### config.mk
export PLATFORM = sky130hd
export DESIGN_NAME = dart_turn_sched
export DESIGN_NICKNAME = d
export VERILOG_FILES = /design/src/rtl/dart_turn_sched.sv
export SDC_FILE = /design/constraint.sdc
export NUM_CORES = 1
export LEC_CHECK = 0
export ABC_AREA = 1
export BUFFER_PORTS_ARGS = -buffer_cell sky130_fd_sc_hd__clkbuf_2
export CORE_UTILIZATION = 49
export DETAILED_ROUTE_END_ITERATION = 8
export PLACE_DENSITY = 0.75
export SYNTH_ARGS = -nofsm -noshare
export SYNTH_HDL_FRONTEND = slang
export SYNTH_SLANG_ARGS = --single-unit
### constraint.sdc
create_clock -name clk -period 1.5 [get_ports clk]
set_input_delay 0.45 -clock clk [delete_from_list [all_inputs] [get_ports clk]]
set_output_delay 0.45 -clock clk [all_outputs]
set_load 0.02 [all_outputs]
### src/rtl/dart_turn_sched.sv
// Throw scheduler in front of the dart scoring core: arbitrates two player
// channels by turn order, serialises throws, and injects misses on idle timeout.
module dart_turn_sched #(
  parameter int TURN_DARTS     = 3,
  parameter int TIMEOUT_CYCLES = 1000,
  parameter int INIT_CYCLES    = 2
) (
  input  logic       clk,
  input  logic       reset,
  input  logic       p1_req_i,
  input  logic [7:0] p1_x_i,
  input  logic [7:0] p1_y_i,
  output logic       p1_ack_o,
  input  logic       p2_req_i,
  input  logic [7:0] p2_x_i,
  input  logic [7:0] p2_y_i,
  output logic       p2_ack_o,
  output logic       dart_come_o,
  output logic [7:0] dart_position_x_o,
  output logic [7:0] dart_position_y_o,
  input  logic       player_1_done_i,
  input  logic       player_2_done_i,
  input  logic       game_set_i,
  output logic       turn_o,
  output logic [1:0] dart_idx_o,
  output logic       ready_o,
  output logic       timeout_o,
  output logic       game_over_o,
  output logic       error_o,
  output logic [2:0] dbg_state_o
);

  // Player handshake: a player raises req with stable x/y and holds both until
  // its one-cycle ack; the ack cycle is the cycle the throw is strobed to the core.

  typedef enum logic [2:0] {
    ST_INIT      = 3'd0,
    ST_WAIT_REQ  = 3'd1,
    ST_ISSUE     = 3'd2,
    ST_WAIT_DONE = 3'd3,
    ST_OVER      = 3'd4
  } state_t;

  localparam bit          TO_EN     = (TIMEOUT_CYCLES > 0);
  localparam logic [15:0] TO_LAST   = (TIMEOUT_CYCLES > 0) ? 16'(TIMEOUT_CYCLES - 1) : 16'd0;
  localparam logic [15:0] INIT_LAST = (INIT_CYCLES > 1) ? 16'(INIT_CYCLES - 1) : 16'd0;
  localparam logic [1:0]  IDX_LAST  = 2'(TURN_DARTS - 1);

  state_t      state_q, state_d;
  logic [15:0] init_cnt_q, init_cnt_d;
  logic [15:0] to_cnt_q, to_cnt_d;
  logic [7:0]  pos_x_q, pos_x_d;
  logic [7:0]  pos_y_q, pos_y_d;
  logic        turn_q, turn_d;
  logic [1:0]  idx_q, idx_d;
  logic        miss_q, miss_d;
  logic        error_q, error_d;
  logic        p1_ack_q, p1_ack_d;
  logic        p2_ack_q, p2_ack_d;
  logic        dart_come_q, dart_come_d;
  logic        timeout_q, timeout_d;
  logic        ready_q, ready_d;
  logic        game_over_q, game_over_d;

  logic       active_req;
  logic [7:0] active_x;
  logic [7:0] active_y;
  logic       active_done;
  logic       inactive_done;
  logic       any_done;
  logic       issue_next;

  always_comb begin
    active_req    = turn_q ? p2_req_i : p1_req_i;
    active_x      = turn_q ? p2_x_i : p1_x_i;
    active_y      = turn_q ? p2_y_i : p1_y_i;
    active_done   = turn_q ? player_2_done_i : player_1_done_i;
    inactive_done = turn_q ? player_1_done_i : player_2_done_i;
    any_done      = player_1_done_i | player_2_done_i;
  end

  always_comb begin
    state_d    = state_q;
    init_cnt_d = init_cnt_q;
    to_cnt_d   = to_cnt_q;
    pos_x_d    = pos_x_q;
    pos_y_d    = pos_y_q;
    turn_d     = turn_q;
    idx_d      = idx_q;
    miss_d     = miss_q;
    error_d    = error_q;

    if (inactive_done || (any_done && (state_q != ST_WAIT_DONE))) begin
      error_d = 1'b1;
    end

    unique case (state_q)
      ST_INIT: begin
        if (init_cnt_q >= INIT_LAST) begin
          state_d  = ST_WAIT_REQ;
          to_cnt_d = '0;
        end else begin
          init_cnt_d = init_cnt_q + 16'd1;
        end
      end
      ST_WAIT_REQ: begin
        // A real request beats a timeout landing on the same cycle.
        if (active_req) begin
          pos_x_d = active_x;
          pos_y_d = active_y;
          miss_d  = 1'b0;
          state_d = ST_ISSUE;
        end else if (TO_EN && (to_cnt_q == TO_LAST)) begin
          pos_x_d = 8'd0;
          pos_y_d = 8'd0;
          miss_d  = 1'b1;
          state_d = ST_ISSUE;
        end else begin
          to_cnt_d = to_cnt_q + 16'd1;
        end
      end
      ST_ISSUE: begin
        state_d = ST_WAIT_DONE;
      end
      ST_WAIT_DONE: begin
        if (active_done) begin
          if (idx_q == IDX_LAST) begin
            idx_d  = 2'd0;
            turn_d = ~turn_q;
          end else begin
            idx_d = idx_q + 2'd1;
          end
          to_cnt_d = '0;
          state_d  = ST_WAIT_REQ;
        end
      end
      ST_OVER: begin
        state_d = ST_OVER;
      end
      default: begin
        state_d = ST_INIT;
      end
    endcase

    // Game set wins over everything else; a coinciding done is still counted above.
    if (game_set_i && (state_q != ST_INIT)) begin
      state_d = ST_OVER;
      pos_x_d = pos_x_q;
      pos_y_d = pos_y_q;
    end

    issue_next  = (state_d == ST_ISSUE);
    dart_come_d = issue_next;
    timeout_d   = issue_next & miss_d;
    p1_ack_d    = issue_next & ~miss_d & ~turn_d;
    p2_ack_d    = issue_next & ~miss_d & turn_d;
    ready_d     = (state_d == ST_WAIT_REQ);
    game_over_d = (state_d == ST_OVER);
  end

  always_ff @(posedge clk or negedge reset) begin
    if (!reset) begin
      state_q     <= ST_INIT;
      init_cnt_q  <= '0;
      to_cnt_q    <= '0;
      pos_x_q     <= '0;
      pos_y_q     <= '0;
      turn_q      <= 1'b0;
      idx_q       <= '0;
      miss_q      <= 1'b0;
      error_q     <= 1'b0;
      p1_ack_q    <= 1'b0;
      p2_ack_q    <= 1'b0;
      dart_come_q <= 1'b0;
      timeout_q   <= 1'b0;
      ready_q     <= 1'b0;
      game_over_q <= 1'b0;
    end else begin
      state_q     <= state_d;
      init_cnt_q  <= init_cnt_d;
      to_cnt_q    <= to_cnt_d;
      pos_x_q     <= pos_x_d;
      pos_y_q     <= pos_y_d;
      turn_q      <= turn_d;
      idx_q       <= idx_d;
      miss_q      <= miss_d;
      error_q     <= error_d;
      p1_ack_q    <= p1_ack_d;
      p2_ack_q    <= p2_ack_d;
      dart_come_q <= dart_come_d;
      timeout_q   <= timeout_d;
      ready_q     <= ready_d;
      game_over_q <= game_over_d;
    end
  end

  assign p1_ack_o          = p1_ack_q;
  assign p2_ack_o          = p2_ack_q;
  assign dart_come_o       = dart_come_q;
  assign dart_position_x_o = pos_x_q;
  assign dart_position_y_o = pos_y_q;
  assign turn_o            = turn_q;
  assign dart_idx_o        = idx_q;
  assign ready_o           = ready_q;
  assign timeout_o         = timeout_q;
  assign game_over_o       = game_over_q;
  assign error_o           = error_q;
  assign dbg_state_o       = state_q;

endmodule

==> results of run 1 <==
[layout make-up]
type | count | area [µm²] | share of cell area (%)
Clock buffer | 9 | 124 | 2.61
Clock inverter | 7 | 97.6 | 2.06
Inverter | 28 | 118 | 2.48
Multi-Input combinational cell | 314 | 1750 | 37.0
Sequential cell | 62 | 1560 | 32.9
Tap cell | 77 | 96.3 | 2.03
Timing Repair Buffer | 127 | 991 | 20.9
[cell families after synthesis]
kind of cell	after synthesis	share of synthesized area (%)
buffers and inverters	55	7.92
flip-flops	62	47.2
AO/OA/AOI/OAI	42	7.96
XOR/XNOR	6	1.60
adder cells (fa/ha/maj)	4	1.52
AND/OR/NAND/NOR	262	33.8
[per-stage QoR]
| stage | util [%] | power (mW) |
|---|---|---|
| 6_report | 73.8 | 3.94 |
| 5_1_grt | 73.8 | 4.10 |
| 4_1_cts | 66.6 | 3.78 |
| 3_5_place_dp | 62.0 | 2.12 |
| 3_3_place_gp | 62.0 | 2.11 |
| 2_1_floorplan | - | 1.93 |
[cell usage in the layout (no fill, tap or decap), types with 5 or more instances in the layout]
| master | synthesis | final |
|---|---|---|
| sky130_fd_sc_hd__o21ai_0 | 8 | 8 |
| sky130_fd_sc_hd__clkbuf_16 | 0 | 5 |
| sky130_fd_sc_hd__nand2_2 | 2 | 21 |
| sky130_fd_sc_hd__nand4_1 | 6 | 6 |
| sky130_fd_sc_hd__buf_12 | 0 | 6 |
| sky130_fd_sc_hd__nand2_4 | 2 | 13 |
| sky130_fd_sc_hd__nor2_4 | 1 | 6 |
| sky130_fd_sc_hd__dfrtp_1 | 62 | 58 |
| sky130_fd_sc_hd__clkbuf_8 | 0 | 9 |
| sky130_fd_sc_hd__nor2_2 | 5 | 9 |
| sky130_fd_sc_hd__nor2_1 | 49 | 40 |
| sky130_fd_sc_hd__o21ai_2 | 9 | 18 |
| sky130_fd_sc_hd__inv_1 | 25 | 19 |
| sky130_fd_sc_hd__clkbuf_2 | 0 | 65 |
| sky130_fd_sc_hd__nand2_1 | 171 | 141 |
| sky130_fd_sc_hd__nand3_1 | 17 | 14 |
| sky130_fd_sc_hd__buf_4 | 1 | 44 |
| sky130_fd_sc_hd__inv_2 | 3 | 7 |
| sky130_fd_sc_hd__o21ai_1 | 16 | 7 |
[critical path, stage by stage, from the launching register on]
cell and delay [ps]:
sky130_fd_sc_hd__dfrtp_1 380, sky130_fd_sc_hd__inv_2 80, sky130_fd_sc_hd__ha_4 160, sky130_fd_sc_hd__inv_2 60, sky130_fd_sc_hd__nand3_4 90, sky130_fd_sc_hd__nor2_4 130
sky130_fd_sc_hd__nand3_2 110, sky130_fd_sc_hd__nand3_4 180, sky130_fd_sc_hd__buf_12 150, sky130_fd_sc_hd__inv_8 40, sky130_fd_sc_hd__nand2_1 50, sky130_fd_sc_hd__nand2_1 60
[worst max path at each step]
| stage | slack, ps | endpoint | from |
|---|---|---|---|
| 2_1_floorplan | -3 | to_cnt_q[0] | turn_o |
| 3_3_place_gp | -20 | to_cnt_q[5] | init_cnt_q[0] |
| 3_5_place_dp | -70 | dart_position_y_o[6] | turn_o |
| 4_1_cts | -9 | dbg_state_o[0] | dbg_state_o[0] |
| 5_1_grt | -190 | to_cnt_q[2] | init_cnt_q[1] |
| 6_report | -90 | to_cnt_q[2] | init_cnt_q[1] |
[registers in the layout (all words and copies together) (netlist names), 2 cells and up]
signal and flops:
to_cnt_q 16, dart_position_x_o 8, init_cnt_q 16, dbg_state_o 3
dart_position_y_o 8, dart_idx_o 2
[Yosys cell counts (2+ instances only)]
library cell / n
sky130_fd_sc_hd__nand2_1: 171
sky130_fd_sc_hd__dfrtp_1: 62
sky130_fd_sc_hd__nand2_2: 2
sky130_fd_sc_hd__nor3_1: 2
sky130_fd_sc_hd__o21ai_2: 9
sky130_fd_sc_hd__buf_6: 6
sky130_fd_sc_hd__o21ai_0: 8
sky130_fd_sc_hd__inv_1: 25
sky130_fd_sc_hd__nor2_2: 5
sky130_fd_sc_hd__o21ai_1: 16
sky130_fd_sc_hd__nand3_4: 2
sky130_fd_sc_hd__inv_2: 3
sky130_fd_sc_hd__clkbuf_1: 16
sky130_fd_sc_hd__xor2_1: 4
sky130_fd_sc_hd__nand3_2: 2
sky130_fd_sc_hd__a21oi_1: 2
sky130_fd_sc_hd__buf_2: 4
sky130_fd_sc_hd__nand3_1: 17
sky130_fd_sc_hd__nor2_1: 49
sky130_fd_sc_hd__xnor2_1: 2
sky130_fd_sc_hd__ha_1: 4
sky130_fd_sc_hd__nand4_1: 6
sky130_fd_sc_hd__o21bai_1: 3
sky130_fd_sc_hd__nand2_4: 2
[power groups by stage]
stage                     combinational [mW]  clock (mW)  sequential [mW]
after global routing                   0.573        1.76             1.76
after global placement                 0.340           0             1.77
after floorplan                        0.155           0             1.78
after CTS                              0.377        1.67             1.74
after detailed placement               0.353           0             1.77
final                                  0.519        1.67             1.75
[what timing repair did]
item	4_1_cts	5_1_grt
hold buffers	0	0
cloned	0	6
resized for setup	15	82
pin swaps	0	15
endpoints found under the setup margin	28	41
setup buffers	3	6
[layer usage]
layer / GRT usage, % / vias up
li1: - / 1564
met1: 29.4 / 1514
met2: 38.2 / 132
met3: 4.65 / 39
met4: 11.4 / 0
met5: 0 / -
==> impl_table.tex, run 1 <==
\begin{tabular}{lr}
\hline
Metric & Value \\
\hline
\multicolumn{2}{l}{\textbf{Run status}} \\
\quad Outcome & finished, violations left \\
\quad Violated checks & negative setup slack \\
\multicolumn{2}{l}{\textbf{Cells and area}} \\
\quad Count of filler cells inserted in the layout & 426 \\
\quad Post-route non-filler standard cell count & 624 \\
\quad Final nets & 585 \\
\quad \# diodes & 0 \\
\quad Area of all placed cells without fillers & 4740 µm² \\
\quad Syn-to-layout area delta & 44.1\% \\
\quad Fraction of layout instances using a drive strength above 1 & 43.1\% \\
\multicolumn{2}{l}{\textbf{Synth}} \\
\quad Synthesized netlist net count & 474 \\
\quad Sequential share of the synthesized area & 47.2\% \\
\quad EDFF count, synth & 0 \\
\quad Yosys synthesis warning count & 0 \\
\quad Mean cell area of the mapped netlist & 7.63 µm² \\
\quad Ranking of synthesized cells by area & sky130\_fd\_sc\_hd\_\_dfrtp\_1 47\%, sky130\_fd\_sc\_hd\_\_nand2\_1 20\%, sky130\_fd\_sc\_hd\_\_nor2\_1 5.6\%, sky130\_fd\_sc\_hd\_\_inv\_1 2.9\%, sky130\_fd\_sc\_hd\_\_nand3\_1 2.6\% \\
\quad Area leader, netlist & sky130\_fd\_sc\_hd\_\_dfrtp\_1 \\
\quad Top cell type's share of synthesized area & 47.2\% \\
\quad Main flop type after synthesis & sky130\_fd\_sc\_hd\_\_dfrtp\_1 \\
\quad Flop and latch count out of synthesis & 62 \\
\quad Cell count after synthesis & 431 \\
\quad Post-synthesis cell type count & 33 \\
\quad Post-synthesis async set-or-reset flop share & 100\% \\
\quad Mapped Area & 3290 µm² \\
\multicolumn{2}{l}{\textbf{Critical path}} \\
\quad Data arrival time of the worst path & 1820 ps \\
\quad Biggest fanout along the worst timing path & 6 \\
\quad Critical path class & flip-flop to flip-flop \\
\quad Critical R2R Capture & to\_cnt\_q[2] \\
\quad CP Capture Type & flip-flop \\
\quad Worst reg2reg path depth & 11 \\
\quad Endpoint required time on the critical path & 1740 ps \\
\quad Startpoint of the most critical register-to-register path & init\_cnt\_q[1] \\
\quad Type of element launching the critical path & flip-flop \\
\quad Setup slack of the most critical reg-to-reg path & -90 ps \\
\multicolumn{2}{l}{\textbf{STA}} \\
\quad Hold violation count in the final report & 0 \\
\quad Total Negative Setup Slacks & -1260 ps \\
\quad Final-report max-slew violation count & 0 \\
\quad Tightest Pin Transition & 338 ps \\
\quad Hold WS & 101 ps \\
\quad Min Tclk post-route & 1590 ps \\
\quad Setup repair after global routing missed its margin & true \\
\quad Post-route clock skew & 7.98 ps \\
\quad Fmax & 630 MHz \\
\quad Share of the cycle needed by the critical path after routing & 106\% \\
\quad Tightest slew margin relative to the limit & 77.3\% \\
\quad Final setup slack of the worst path & -86.6 ps \\
\quad Total setup violations reported at the end of the flow & 34 \\
\multicolumn{2}{l}{\textbf{Floorplanning}} \\
\quad Number of placed I/O pins & 68 \\
\quad Width of the chip & 83.9 µm \\
\quad Die ar. & 7040 µm² \\
\quad Height of the die & 83.9 µm \\
\quad Number of cell rows & 29 \\
\quad Placeable core region & 6420 µm² \\
\quad Effective utilization at floorplan & 51.2\% \\
\multicolumn{2}{l}{\textbf{Placed design}} \\
\quad RD Place Congestion & 0.906 \\
\quad \# placed instances & 593 \\
\quad Worst Setup Slack post-DPL & -70.4 ps \\
\quad Placed Instance Area & 3980 µm² \\
\quad HPWL after detailed placement & 5380 µm \\
\quad Count of buffers inserted at the top-level ports & 67 \\
\multicolumn{2}{l}{\textbf{Detailed routing}} \\
\quad Detailed-route vias per instance & 5.21 \\
\quad Routed length on met2 & 4740 µm \\
\quad Sum of routed wire length over all layers & 9410 µm \\
\quad Routed wl met3 & 591 µm \\
\quad Highest metal layer used by the detailed router & met4 \\
\quad Met1 routed wirelength after detailed routing & 3680 µm \\
\quad Vias after detailed routing & 3,249 \\
\quad Number of detailed-route iterations in the first pass & 4 \\
\quad Post-detailed-route wirelength per cell & 15.1 µm \\
\quad Post-detailed-route count of antenna-violating nets & 0 \\
\quad DRC violation total after the first TritonRoute iteration & 254 \\
\quad Remaining design rule violation count & 0 \\
\multicolumn{2}{l}{\textbf{Power and ir drop}} \\
\quad Fraction of power consumed by combinational cells & 13.2\% \\
\quad Proportion of power drawn by flip-flops and latches & 44.5\% \\
\quad Power density cells & 832 nW/µm² \\
\quad Power share of the clock group & 42.4\% \\
\quad Sw power & 1.04 mW \\
\quad Pleak & 2.40 nW \\
\quad Sw frac & 26.4\% \\
\quad Maximum ir drop on the vdd rail & 0.542 mV \\
\quad Internal power contribution & 2.90 mW \\
\multicolumn{2}{l}{\textbf{Global routing}} \\
\quad Maximum number of pins on one net before global-route repair & 63 \\
\quad Total gr overflow & 0 \\
\quad Wire length of the first global-routing pass & 12,900 µm \\
\quad Via count of the first global-routing pass & 2,894 \\
\quad Overall global routing resource usage & 23.3\% \\
\quad Antenna violations before repair & 0 \\
\multicolumn{2}{l}{\textbf{CTS}} \\
\quad H-Tree Depth & 3 \\
\quad Max Root-Sink Buffers & 2 \\
\quad Clock root buffer & sky130\_fd\_sc\_hd\_\_clkbuf\_8 \\
\quad CTS clock-pin slew for the worst setup and hold paths & 80 ps \\
\quad Number of sinks handled by clock tree synthesis & 62 \\
\quad CTS tree & yes \\
\quad TritonCTS Buffers & 9 \\
\quad Worst-Skew Late Latency & 350 ps \\
\multicolumn{2}{l}{\textbf{Job}} \\
\quad Max capacitance violation total & 0 \\
\multicolumn{2}{l}{\textbf{Hold path}} \\
\quad Type of the worst min-delay path & input port to async pin \\
\hline
\end{tabular}
(Power assumes the default switching activity.)
==> run 2: changes to the inputs <==
--- a/config.mk
+++ b/config.mk
@@ -5,9 +5,8 @@
 export SDC_FILE = /design/constraint.sdc
 export NUM_CORES = 1
 export LEC_CHECK = 0
-export ABC_AREA = 1
 export BUFFER_PORTS_ARGS = -buffer_cell sky130_fd_sc_hd__clkbuf_2
-export CORE_UTILIZATION = 49
+export CORE_UTILIZATION = 48
 export DETAILED_ROUTE_END_ITERATION = 8
 export PLACE_DENSITY = 0.75
 export SYNTH_ARGS = -nofsm -noshare
==> impl_table.tex, run 2 <==
\begin{tabular}{lr}
\hline
Metric & Value \\
\hline
\multicolumn{2}{l}{\textbf{Floorplanning}} \\
\quad Placeable core region & 5960 µm² (-7.3\%) \\
\quad Width of the chip & 81.0 µm (-3.4\%) \\
\quad Number of placed I/O pins & 68 (unchanged) \\
\quad Height of the die & 81.0 µm (-3.4\%) \\
\quad Number of cell rows & 28 (-3.4\%) \\
\quad Die ar. & 6570 µm² (-6.7\%) \\
\quad Effective utilization at floorplan & 50.3\% (-0.84 points) \\
\multicolumn{2}{l}{\textbf{CTS}} \\
\quad H-Tree Depth & 3 (unchanged) \\
\quad Number of sinks handled by clock tree synthesis & 62 (unchanged) \\
\quad Hold\_buf cts & 0 (unchanged) \\
\quad Worst-Skew Late Latency & 350 ps (about the same) \\
\quad CTS clock-pin slew for the worst setup and hold paths & 80 ps (about the same) \\
\quad TritonCTS Buffers & 9 (unchanged) \\
\quad Max Root-Sink Buffers & 2 (unchanged) \\
\quad Clock root buffer & sky130\_fd\_sc\_hd\_\_clkbuf\_8 \\
\quad CTS tree & yes \\
\multicolumn{2}{l}{\textbf{Synth}} \\
\quad Ranking of synthesized cells by area & sky130\_fd\_sc\_hd\_\_dfrtp\_1 52\%, sky130\_fd\_sc\_hd\_\_mux2i\_1 5.7\%, sky130\_fd\_sc\_hd\_\_mux2\_2 5.3\%, sky130\_fd\_sc\_hd\_\_nor2\_1 3.6\%, sky130\_fd\_sc\_hd\_\_mux2\_4 3.5\% \\
\quad Most common cell in the synthesized netlist & sky130\_fd\_sc\_hd\_\_dfrtp\_1 \\
\quad Main flop type after synthesis & sky130\_fd\_sc\_hd\_\_dfrtp\_1 \\
\quad Cell count after synthesis & 275 (-36\%) \\
\quad Area leader, netlist & sky130\_fd\_sc\_hd\_\_dfrtp\_1 \\
\quad Mapped Area & 3000 µm² (-8.8\%) \\
\quad Yosys synthesis warning count & 0 (unchanged) \\
\quad Top cell type's share of synthesized area & 51.8\% (+4.6 points) \\
\quad EDFF count, synth & 0 (unchanged) \\
\quad Mean cell area of the mapped netlist & 10.9 µm² (+43\%) \\
\quad Post-synthesis cell type count & 46 (+39\%) \\
\quad Post-synth top cells & 62 x sky130\_fd\_sc\_hd\_\_dfrtp\_1, 29 x sky130\_fd\_sc\_hd\_\_nor2\_1, 21 x sky130\_fd\_sc\_hd\_\_clkbuf\_1 \\
\quad Sequential share of the synthesized area & 51.8\% (+4.6 points) \\
\quad Synthesized netlist net count & 318 (-33\%) \\
\quad Flop and latch count out of synthesis & 62 (unchanged) \\
\quad Post-synthesis async set-or-reset flop share & 100\% (unchanged) \\
\multicolumn{2}{l}{\textbf{STA}} \\
\quad Setup repair after global routing missed its margin & true \\
\quad Tightest slew margin relative to the limit & 60.0\% (-17 points) \\
\quad Hold WS & 98.0 ps (-2.62 ps) \\
\quad Post-route clock skew & 13.7 ps (+5.68 ps) \\
\quad Final-report max-slew violation count & 0 (unchanged) \\
\quad Tightest Pin Transition & 601 ps (+263 ps) \\
\quad Fmax & 422 MHz (-33\%) \\
\quad Final setup slack of the worst path & -869 ps (-782 ps) \\
\quad Min Tclk post-route & 2370 ps (+782 ps) \\
\quad Total setup violations reported at the end of the flow & 48 (+41\%) \\
\quad Hold violation count in the final report & 0 (unchanged) \\
\quad Share of the cycle needed by the critical path after routing & 158\% (+52 points) \\
\multicolumn{2}{l}{\textbf{Cells and area}} \\
\quad Most used cells in the layout excluding fill and tap cells & 68 x sky130\_fd\_sc\_hd\_\_buf\_4, 63 x sky130\_fd\_sc\_hd\_\_clkbuf\_2, 59 x sky130\_fd\_sc\_hd\_\_dfrtp\_1 \\
\quad Most common cell after layout, fill and taps aside & sky130\_fd\_sc\_hd\_\_buf\_4 \\
\quad Count of filler cells inserted in the layout & 337 (-21\%) \\
\quad Fraction of layout instances using a drive strength above 1 & 58.9\% (+16 points) \\
\quad Final nets & 461 (-21\%) \\
\quad Fraction of the core area covered by cells at the end of the flow & 77.4\% (+3.6 points) \\
\quad Top Registers & init\_cnt\_q (16), to\_cnt\_q (16) \\
\quad \# diodes & 0 (unchanged) \\
\quad Syn-to-layout area delta & 53.7\% \\
\multicolumn{2}{l}{\textbf{Job}} \\
\quad Max capacitance violation total & 0 (unchanged) \\
\multicolumn{2}{l}{\textbf{Critical path}} \\
\quad Type of element launching the critical path & flip-flop \\
\quad CP Capture Type & flip-flop \\
\quad Biggest fanout along the worst timing path & 4 (-2) \\
\quad Critical path class & flip-flop to flip-flop \\
\quad Data arrival time of the worst path & 2610 ps (+790 ps) \\
\quad Endpoint required time on the critical path & 1740 ps (about the same) \\
\quad Worst reg2reg path depth & 8 (-3) \\
\multicolumn{2}{l}{\textbf{Detailed routing}} \\
\quad Detailed-route vias per instance & 5.61 (+7.8\%) \\
\quad Sum of routed wire length over all layers & 9090 µm (-3.4\%) \\
\quad Vias after detailed routing & 2,794 (-14\%) \\
\quad Remaining design rule violation count & 0 (unchanged) \\
\quad Post-detailed-route wirelength per cell & 18.2 µm (+21\%) \\
\quad Post-detailed-route count of antenna-violating nets & 0 (unchanged) \\
\quad DRC violation total after the first TritonRoute iteration & 216 (-15\%) \\
\quad Number of detailed-route iterations in the first pass & 5 (+1) \\
\multicolumn{2}{l}{\textbf{Placed design}} \\
\quad Count of buffers inserted at the top-level ports & 67 (unchanged) \\
\quad HPWL after detailed placement & 4970 µm (-7.6\%) \\
\quad RD Place Congestion & 0.897 (-1.1\%) \\
\quad Worst Setup Slack post-DPL & -877 ps (-806 ps) \\
\multicolumn{2}{l}{\textbf{Run status}} \\
\quad Violated checks & negative setup slack \\
\quad Outcome & finished, violations left \\
\multicolumn{2}{l}{\textbf{Global routing}} \\
\quad Wire length of the first global-routing pass & 13,100 µm (+2.0\%) \\
\quad Maximum number of pins on one net before global-route repair & 22 (-65\%) \\
\quad Via count of the first global-routing pass & 2,752 (-4.9\%) \\
\quad Total gr overflow & 0 (unchanged) \\
\quad Overall global routing resource usage & 27.5\% (+4.2 points) \\
\quad Antenna violations before repair & 0 (unchanged) \\
\multicolumn{2}{l}{\textbf{Hold path}} \\
\quad Type of the worst min-delay path & input port to async pin \\
\multicolumn{2}{l}{\textbf{Power and ir drop}} \\
\quad Pleak & 2.29 nW (-4.7\%) \\
\quad Power Total & 7.16 mW (+82\%) \\
\quad Power density cells & 1550 nW/µm² (+87\%) \\
\quad Maximum ir drop on the vdd rail & 1.02 mV (+89\%) \\
\hline
\end{tabular}
[run 2: changes by cell type after synthesis, moves of 14 or more]
cell	delta
sky130_fd_sc_hd__nor2_1	-20
sky130_fd_sc_hd__mux2_2	+14
sky130_fd_sc_hd__inv_1	-21
sky130_fd_sc_hd__o21ai_1	-16
sky130_fd_sc_hd__mux2i_1	+17
sky130_fd_sc_hd__nand2_1	-155
[run 2: cell families (layout without fill, tap and decap cells)]
family | Yosys count | count (layout) | share of synthesized area (%)
xor gates and xnor gates | 1 | 1 | 0.292
AOI/OAI and AO/OA | 49 | 49 | 10.1
buffers and inverters | 32 | 177 | 5.34
DFF | 62 | 62 | 51.8
adders and majority gates | 5 | 5 | 2.00
muxes | 38 | 38 | 14.4
and+or+nand+nor | 88 | 91 | 16.1
[run 2: critical path, stage by stage, from the launching register on]
cell	delay [ps]
sky130_fd_sc_hd__dfrtp_1	380
sky130_fd_sc_hd__or4_4	550
sky130_fd_sc_hd__nor4_4	380
sky130_fd_sc_hd__nor2_2	130
sky130_fd_sc_hd__a211oi_4	210
sky130_fd_sc_hd__buf_6	190
sky130_fd_sc_hd__buf_4	130
sky130_fd_sc_hd__nor2_1	60
sky130_fd_sc_hd__and4b_2	230
[run 2: area by class of cell]
class / instances / area (µm²) / area share, %
Clock inverter: 7 / 97.6 / 2.12
Timing Repair Buffer: 157 / 1180 / 25.6
Inverter: 4 / 15.0 / 0.326
Multi-Input combinational cell: 184 / 1540 / 33.5
Tap cell: 75 / 93.8 / 2.04
Sequential cell: 62 / 1560 / 33.7
Clock buffer: 9 / 124 / 2.69
[run 2: layer usage]
layer  vias up  global-route usage (%)  routed length [µm]
met4         0                    15.4                 289
li1       1255                       -                   -
met1      1376                    32.8                3720
met3        25                    5.51                 525
met2       138                    46.3                4560
met5         -                       0                   0
[run 2: final timing paths]
| check | start | to | slack (ps) |
|---|---|---|---|
| hold / removal | reset | turn_o | 100 |
| max in group asynchronous | reset | dart_position_y_o[3] | 860 |
| min in group clk | init_cnt_q[10] | init_cnt_q[10] | 380 |
| setup / recovery | to_cnt_q[13] | ready_o | -870 |
| setup reg to reg | to_cnt_q[13] | ready_o | -870 |
| hold reg to reg | init_cnt_q[10] | init_cnt_q[10] | 380 |
[run 2: per-stage QoR]
stage / TNS [ps] / std cells / instance area (µm²)
floorplan: -23350 / 275 / 3050
global placement: -23840 / 454 / 3820
detailed placement: -26810 / 454 / 3820
CTS: -21550 / 488 / 4400
global route: -31450 / 498 / 4610
finish: -28350 / 498 / 4610
[run 2: report_power, final]
part           leakage, nW  switching [mW]  internal [mW]
clock                0.106           0.705          0.940
combinational         1.35            1.67           1.61
sequential           0.826           0.238           1.99
total                 2.29            2.61           4.55
[run 2: repair_timing]
item                       CTS  global route
buffers inserted            16            13
setup endpoints to repair   48            49
pin swaps                   19            15
resized for setup           58            32
gates cloned                 4             0
